==> config.mk <==
export PLATFORM = sky130hd
export DESIGN_NAME = serial_adder
export DESIGN_NICKNAME = d
export VERILOG_FILES = /design/src/rtl/serial_adder_pkg.sv /design/src/rtl/digit_adder.sv /design/src/rtl/full_adder.sv /design/src/rtl/serial_adder.sv
export SDC_FILE = /design/constraint.sdc
export NUM_CORES = 1
export LEC_CHECK = 0
export CORE_UTILIZATION = 53
export DETAILED_ROUTE_END_ITERATION = 6
export GPL_ROUTABILITY_DRIVEN = 0
export PLACE_DENSITY = 0.88
export SYNTH_ARGS = -nofsm -noshare
export SYNTH_HDL_FRONTEND = slang
export SYNTH_SLANG_ARGS = --single-unit
==> constraint.sdc <==
create_clock -name clk -period 3 [get_ports clk]
set_input_delay 0.45 -clock clk [delete_from_list [all_inputs] [get_ports clk]]
set_output_delay 0.45 -clock clk [all_outputs]
set_load 0.005 [all_outputs]
==> src/rtl/serial_adder_pkg.sv <==
// Purpose: shared types and helpers for the digit-serial adder.
// Latency: n/a (types and constant functions only).
// Backpressure: n/a.
package serial_adder_pkg;

    // Controller states: IDLE waits for work, RUN walks the digits,
    // DONE presents the one-cycle completion pulse.
    typedef enum logic [1:0] {
        IDLE = 2'd0,
        RUN  = 2'd1,
        DONE = 2'd2
    } state_t;

    // Digit counter width; a single-digit operation still needs one bit.
    function automatic int cnt_width(input int n);
        return (n > 1) ? $clog2(n) : 1;
    endfunction

endpackage

==> src/rtl/digit_adder.sv <==
// Purpose: DIGIT-bit combinational ripple adder, exposing carry into its MSB.
// Latency: combinational.
// Backpressure: none.
module digit_adder #(
    parameter int DIGIT = 1
) (
    input  logic [DIGIT-1:0] a,
    input  logic [DIGIT-1:0] b,
    input  logic             cin,
    output logic [DIGIT-1:0] sum,
    output logic             cout,
    output logic             c_msb
);

    // carry[i] is the carry into bit i; carry[DIGIT] leaves the digit.
    logic [DIGIT:0] carry;

    assign carry[0] = cin;

    for (genvar i = 0; i < DIGIT; i++) begin : g_bit
        full_adder u_fa (
            .a  (a[i]),
            .b  (b[i]),
            .ci (carry[i]),
            .s  (sum[i]),
            .co (carry[i+1])
        );
    end

    assign cout  = carry[DIGIT];
    // When this digit is the top of the word, this feeds overflow detection.
    assign c_msb = carry[DIGIT-1];

endmodule

==> src/rtl/full_adder.sv <==
// Purpose: one-bit full adder cell used to build the digit ripple chain.
// Latency: combinational.
// Backpressure: none.
module full_adder (
    input  logic a,
    input  logic b,
    input  logic ci,
    output logic s,
    output logic co
);

    assign s  = a ^ b ^ ci;
    assign co = (a & b) | (ci & (a ^ b));

endmodule

==> src/rtl/serial_adder.sv <==
// Purpose: digit-serial add/subtract, DIGIT bits per clock through one digit_adder.
// Latency: start accepted at edge k -> done pulse in the cycle after edge k+WIDTH/DIGIT.
// Backpressure: ready low while running; start is ignored (not queued) until ready returns.
module serial_adder
    import serial_adder_pkg::*;
#(
    parameter int WIDTH = 8,
    parameter int DIGIT = 1
) (
    input  logic             clk,
    input  logic             reset_n,
    input  logic             start,
    input  logic [WIDTH-1:0] a,
    input  logic [WIDTH-1:0] b,
    input  logic             cin,
    input  logic             sub,
    output logic             ready,
    output logic             done,
    output logic [WIDTH-1:0] sum,
    output logic             cout,
    output logic             overflow
);

    localparam int N  = WIDTH / DIGIT;
    localparam int CW = cnt_width(N);

    // Reject parameter sets the digit walk cannot cover exactly.
    if (WIDTH < 2 || DIGIT < 1 || (WIDTH % DIGIT) != 0) begin : g_bad_params
        $error("serial_adder: WIDTH must be >= 2 and an exact multiple of DIGIT");
    end

    state_t            state;
    state_t            state_nxt;
    logic              accept;
    logic              step;
    logic              last;

    logic [WIDTH-1:0]  op_a;
    logic [WIDTH-1:0]  op_b;
    logic              carry;
    logic [CW-1:0]     cnt;
    logic [WIDTH-1:0]  acc;
    logic [WIDTH-1:0]  acc_next;
    int                idx;

    logic [DIGIT-1:0]  dig_a;
    logic [DIGIT-1:0]  dig_b;
    logic [DIGIT-1:0]  dig_sum;
    logic              dig_cout;
    logic              dig_cmsb;

    // The last digit is the one the counter sits on when it reaches N-1.
    assign last = (cnt == CW'(N - 1));

    // Bit offset of the digit currently being processed.
    always_comb begin
        idx = int'(cnt) * DIGIT;
    end

    // Select the current digit of each latched operand.
    always_comb begin
        dig_a = op_a[idx +: DIGIT];
        dig_b = op_b[idx +: DIGIT];
    end

    digit_adder #(
        .DIGIT (DIGIT)
    ) u_digit_adder (
        .a     (dig_a),
        .b     (dig_b),
        .cin   (carry),
        .sum   (dig_sum),
        .cout  (dig_cout),
        .c_msb (dig_cmsb)
    );

    // Accumulator with the current digit merged in, so the final result
    // can be loaded straight into sum on the completing edge.
    always_comb begin
        acc_next             = acc;
        acc_next[idx +: DIGIT] = dig_sum;
    end

    // State register.
    always_ff @(posedge clk or negedge reset_n) begin
        if (!reset_n) begin
            state <= IDLE;
        end else begin
            state <= state_nxt;
        end
    end

    // Next-state and handshake decode; DONE can chain straight into RUN.
    always_comb begin
        state_nxt = state;
        ready     = 1'b0;
        done      = 1'b0;
        accept    = 1'b0;
        step      = 1'b0;
        case (state)
            IDLE: begin
                ready = 1'b1;
                if (start) begin
                    accept    = 1'b1;
                    state_nxt = RUN;
                end
            end
            RUN: begin
                step = 1'b1;
                if (last) begin
                    state_nxt = DONE;
                end
            end
            DONE: begin
                ready = 1'b1;
                done  = 1'b1;
                if (start) begin
                    accept    = 1'b1;
                    state_nxt = RUN;
                end else begin
                    state_nxt = IDLE;
                end
            end
            default: begin
                state_nxt = IDLE;
            end
        endcase
    end

    // Operand capture and digit walk; subtraction is a + ~b + 1, so the
    // inverted subtrahend is latched and the carry seeded with 1.
    always_ff @(posedge clk or negedge reset_n) begin
        if (!reset_n) begin
            op_a  <= '0;
            op_b  <= '0;
            carry <= 1'b0;
            cnt   <= '0;
            acc   <= '0;
        end else if (accept) begin
            op_a  <= a;
            op_b  <= sub ? ~b : b;
            carry <= sub ? 1'b1 : cin;
            cnt   <= '0;
        end else if (step) begin
            acc   <= acc_next;
            carry <= dig_cout;
            if (last) begin
                cnt <= '0;
            end else begin
                cnt <= cnt + CW'(1);
            end
        end
    end

    // Result registers only move on the edge that enters DONE; the top
    // digit's carry goes to cout and never wraps back into the LSB.
    always_ff @(posedge clk or negedge reset_n) begin
        if (!reset_n) begin
            sum      <= '0;
            cout     <= 1'b0;
            overflow <= 1'b0;
        end else if (step && last) begin
            sum      <= acc_next;
            cout     <= dig_cout;
            overflow <= dig_cmsb ^ dig_cout;
        end
    end

    // The digit counter must stay inside the operand.
    a_cnt_range: assert property (@(posedge clk) disable iff (!reset_n)
        cnt <= CW'(N - 1));

    // Completion is a single-cycle pulse.
    a_done_pulse: assert property (@(posedge clk) disable iff (!reset_n)
        done |=> !done);

endmodule

==> qor.txt <==
Mean Syn Cell Area: 11.1 um2
DR vias: 1508
post-synth net total: 215
combinational share of power: 0.495
Top FF cell, synth: dfrtp_1
Max Cap Viol: 0
Hold Crit Class: in2async
Top Metal Used: met4
core area: 0.00369 mm2
area delta synth->final: 24.1%
met2 WL: 1.93 mm
fin crit period: 2.75 ns
Setup TNS Final: 0 ns
die height: 64.4 um
Yosys warning count: 0
crit-path cells: mux4_1 > mux2i_1 > fa_1 > nor4b_1 > nand3_1 > o211ai_1
clock share of power: 0.170
first-pass GRT wire length: 6.62 mm
I/O pins: 33
Avg WL per Cell: 14.2 um
count of cell types in the netlist: 32
crit end category: flop
CP Data Required Time: 3.21 ns
ys async rst share: 1.00
max_slew headroom: 0.427
Crit path arrival time: 2.96 ns
Reg area: 0.00100 mm2
PortBufs: 32
vias in the first global route: 1465
Syn Inst Count: 186
most frequent cells in the layout: 40 x dfrtp_1, 31 x clkdlybuf4s50_1, 18 x o21ai_0, 15 x nand2_1, 15 x mux2_2
Sw Share: 0.367
Final Skew: 0.00993 ns
dpl cells: 260
Slew Limit Fails: 0
FF+latch count, synth: 40
Worst path max stage delay: 0.58 ns
EDFF count, synth: 0
drt drc: 0
# fillers: 268
die width: 64.4 um
Antenna diodes: 0
antenna-violating nets left: 0
pin slew with the least headroom to its limit: 0.859 ns
CTS clk-pin slew, worst paths: 0.08 ns
clock sinks: 40
Max Freq: 0.363 GHz
Seq pwr share: 0.335
Detail Placement HPWL: 2.67 mm
Pint: 0.00178 W
Multi-input gate area: 987 um2
deepest clock path buffer count: 2
CP top delay family: multiplexers
layout cells sized above 1: 0.155
setup violators final: 0
met1 WL: 1.64 mm
peak supply drop: 0.000579 V
TritonCTS buffer count: 5
die footprint: 0.00415 mm2
TritonCTS clock tree: done
vias per cell: 5.63
largest net degree at the start of global routing: 41
# rows: 22
sw power: 0.00103 W
crit path launch type: flop
outcome: completed
non-filler instance count after layout: 268
All-Layer GR Usage: 0.215
unrepaired setup endpoints after global routing: no
H-tree levels: 2
crit path max-delay cell type: mux4_1
Seq/Total Area, Yosys: 0.485
Final Hold Vio Count: 0
Root Buffer: clkbuf_8
Crit Path Category: reg2reg
Lkg Pwr: 1.11 nW
Final nets: 248
PwrDens: 1100 mW/mm2
DR pass1 iterations: 4
total gr overflow: 0
fin crit share: 0.918
initial antenna violation count: 0
CP max FO: 6
WL final: 3.81 mm
Starting Density: 0.559
initial DRC count: 67
commonest non-fill, non-tap cell in the layout: dfrtp_1
Post-Syn Area: 0.00206 mm2
met3 wirelength from detailed routing: 156 um
clk_lat worst skew: 0.30 ns
buffers plus inverters on the worst setup path: 0
# hold bufs at CTS: 0
==> synthesized netlist by cell type (3+ instances only) <==
cell,instances,area share
nand3_1,5,0.012
mux2i_1,3,0.015
xnor2_1,8,0.034
o21ai_0,18,0.044
mux4_1,4,0.051
inv_1,9,0.016
nor4b_1,3,0.013
nor2_1,6,0.011
buf_2,4,0.0097
clkbuf_1,6,0.011
o211ai_1,4,0.015
nand3b_1,4,0.015
a21oi_1,3,0.0073
mux2_2,15,0.082
dfrtp_1,40,0.49
ha_1,7,0.042
nand2b_1,7,0.021
nand2_1,15,0.027
nor3_1,8,0.019
a31oi_1,5,0.015
==> power groups by stage <==
| stage | sequential [W] | clock, W | combinational [W] |
|---|---|---|---|
| 4_1_cts | 0.000945 | 0.000486 | 0.00136 |
| 2_1_floorplan | 0.000915 | 0 | 0.000952 |
| 3_5_place_dp | 0.000955 | 0 | 0.00134 |
| 3_3_place_gp | 0.000940 | 0 | 0.00130 |
| 6_report | 0.000943 | 0.000479 | 0.00139 |
| 5_1_grt | 0.000978 | 0.000513 | 0.00152 |
==> per-layer routing <==
layer  vias up  GRT usage
met5         -          0
met4         0     0.0972
met3        11     0.0679
met2        43      0.367
met1       728      0.245
li1        726          -
==> logic make-up after synthesis <==
logic type	Yosys count	share of synthesized area
muxes	22	0.147
adders and majority gates	8	0.0522
AOI/OAI and AO/OA	34	0.0970
and+or+nand+nor	53	0.138
xor gates and xnor gates	9	0.0382
buffers and inverters	20	0.0424
DFF	40	0.485
==> area by class of cell <==
cell class                      count  share of cell area
Clock buffer                        7              0.0376
Clock inverter                      1              0.0117
Inverter                            9              0.0132
Multi-Input combinational cell    126               0.385
Sequential cell                    40               0.391
Tap cell                           48              0.0234
Timing Repair Buffer               37               0.138
==> registers in the layout, summed over array words and instances, names as in the netlist <==
register,flops
carry,1
sum,8
acc,8
cnt,3
op_a,8
state,2
overflow,1
cout,1
op_b,8
==> stage by stage <==
step | util | instance area, um2 | power, W | worst slack [ns] | hold slack, ns
4_1_cts | 0.691 | 2550 | 0.00279 | 0.180 | 0.284
3_5_place_dp | 0.657 | 2420 | 0.00230 | 0.196 | 0.462
6_report | 0.694 | 2560 | 0.00282 | 0.246 | 0.252
3_3_place_gp | 0.657 | 2420 | 0.00224 | 0.368 | 0.458
5_1_grt | 0.694 | 2560 | 0.00301 | 0.0871 | 0.323
2_1_floorplan | - | 2060 | 0.00187 | 0.307 | 0.154
==> path summary, 6_finish.rpt <==
| check | startpoint | end | slack (ns) | cells after the start |
|---|---|---|---|---|
| worst max-delay path | cnt[0]$_DFFE_PN0P_ | sum[2]$_DFFE_PN0P_ | 0.25 | 6 |
| worst min-delay path | reset_n | sum[4]$_DFFE_PN0P_ | 0.25 | 1 |
| worst max register to register | cnt[0]$_DFFE_PN0P_ | sum[2]$_DFFE_PN0P_ | 0.25 | 6 |
| worst min register to register | op_b[4]$_DFFE_PN0P_ | op_b[4]$_DFFE_PN0P_ | 0.49 | 2 |
| max in group asynchronous | reset_n | acc[3]$_DFFE_PN0P_ | 2.20 | 1 |
| min in group clk | op_b[4]$_DFFE_PN0P_ | op_b[4]$_DFFE_PN0P_ | 0.49 | 2 |
==> worst reg2reg max path: cells and delay by family, from the launching register on <==
family	cells	cell delay [ns]
AO/OA/AOI/OAI	1	0.20
adder cells (fa/ha/maj)	1	0.56
flip-flops	1	0.45
multiplexers	2	0.79
AND/OR/NAND/NOR	2	0.67
==> what timing repair did <==
action                                  4_1_cts  5_1_grt
resized for setup                             0        2
endpoints found under the setup margin        0        3
setup buffers                                 0        0
(Power assumes the default switching activity.)
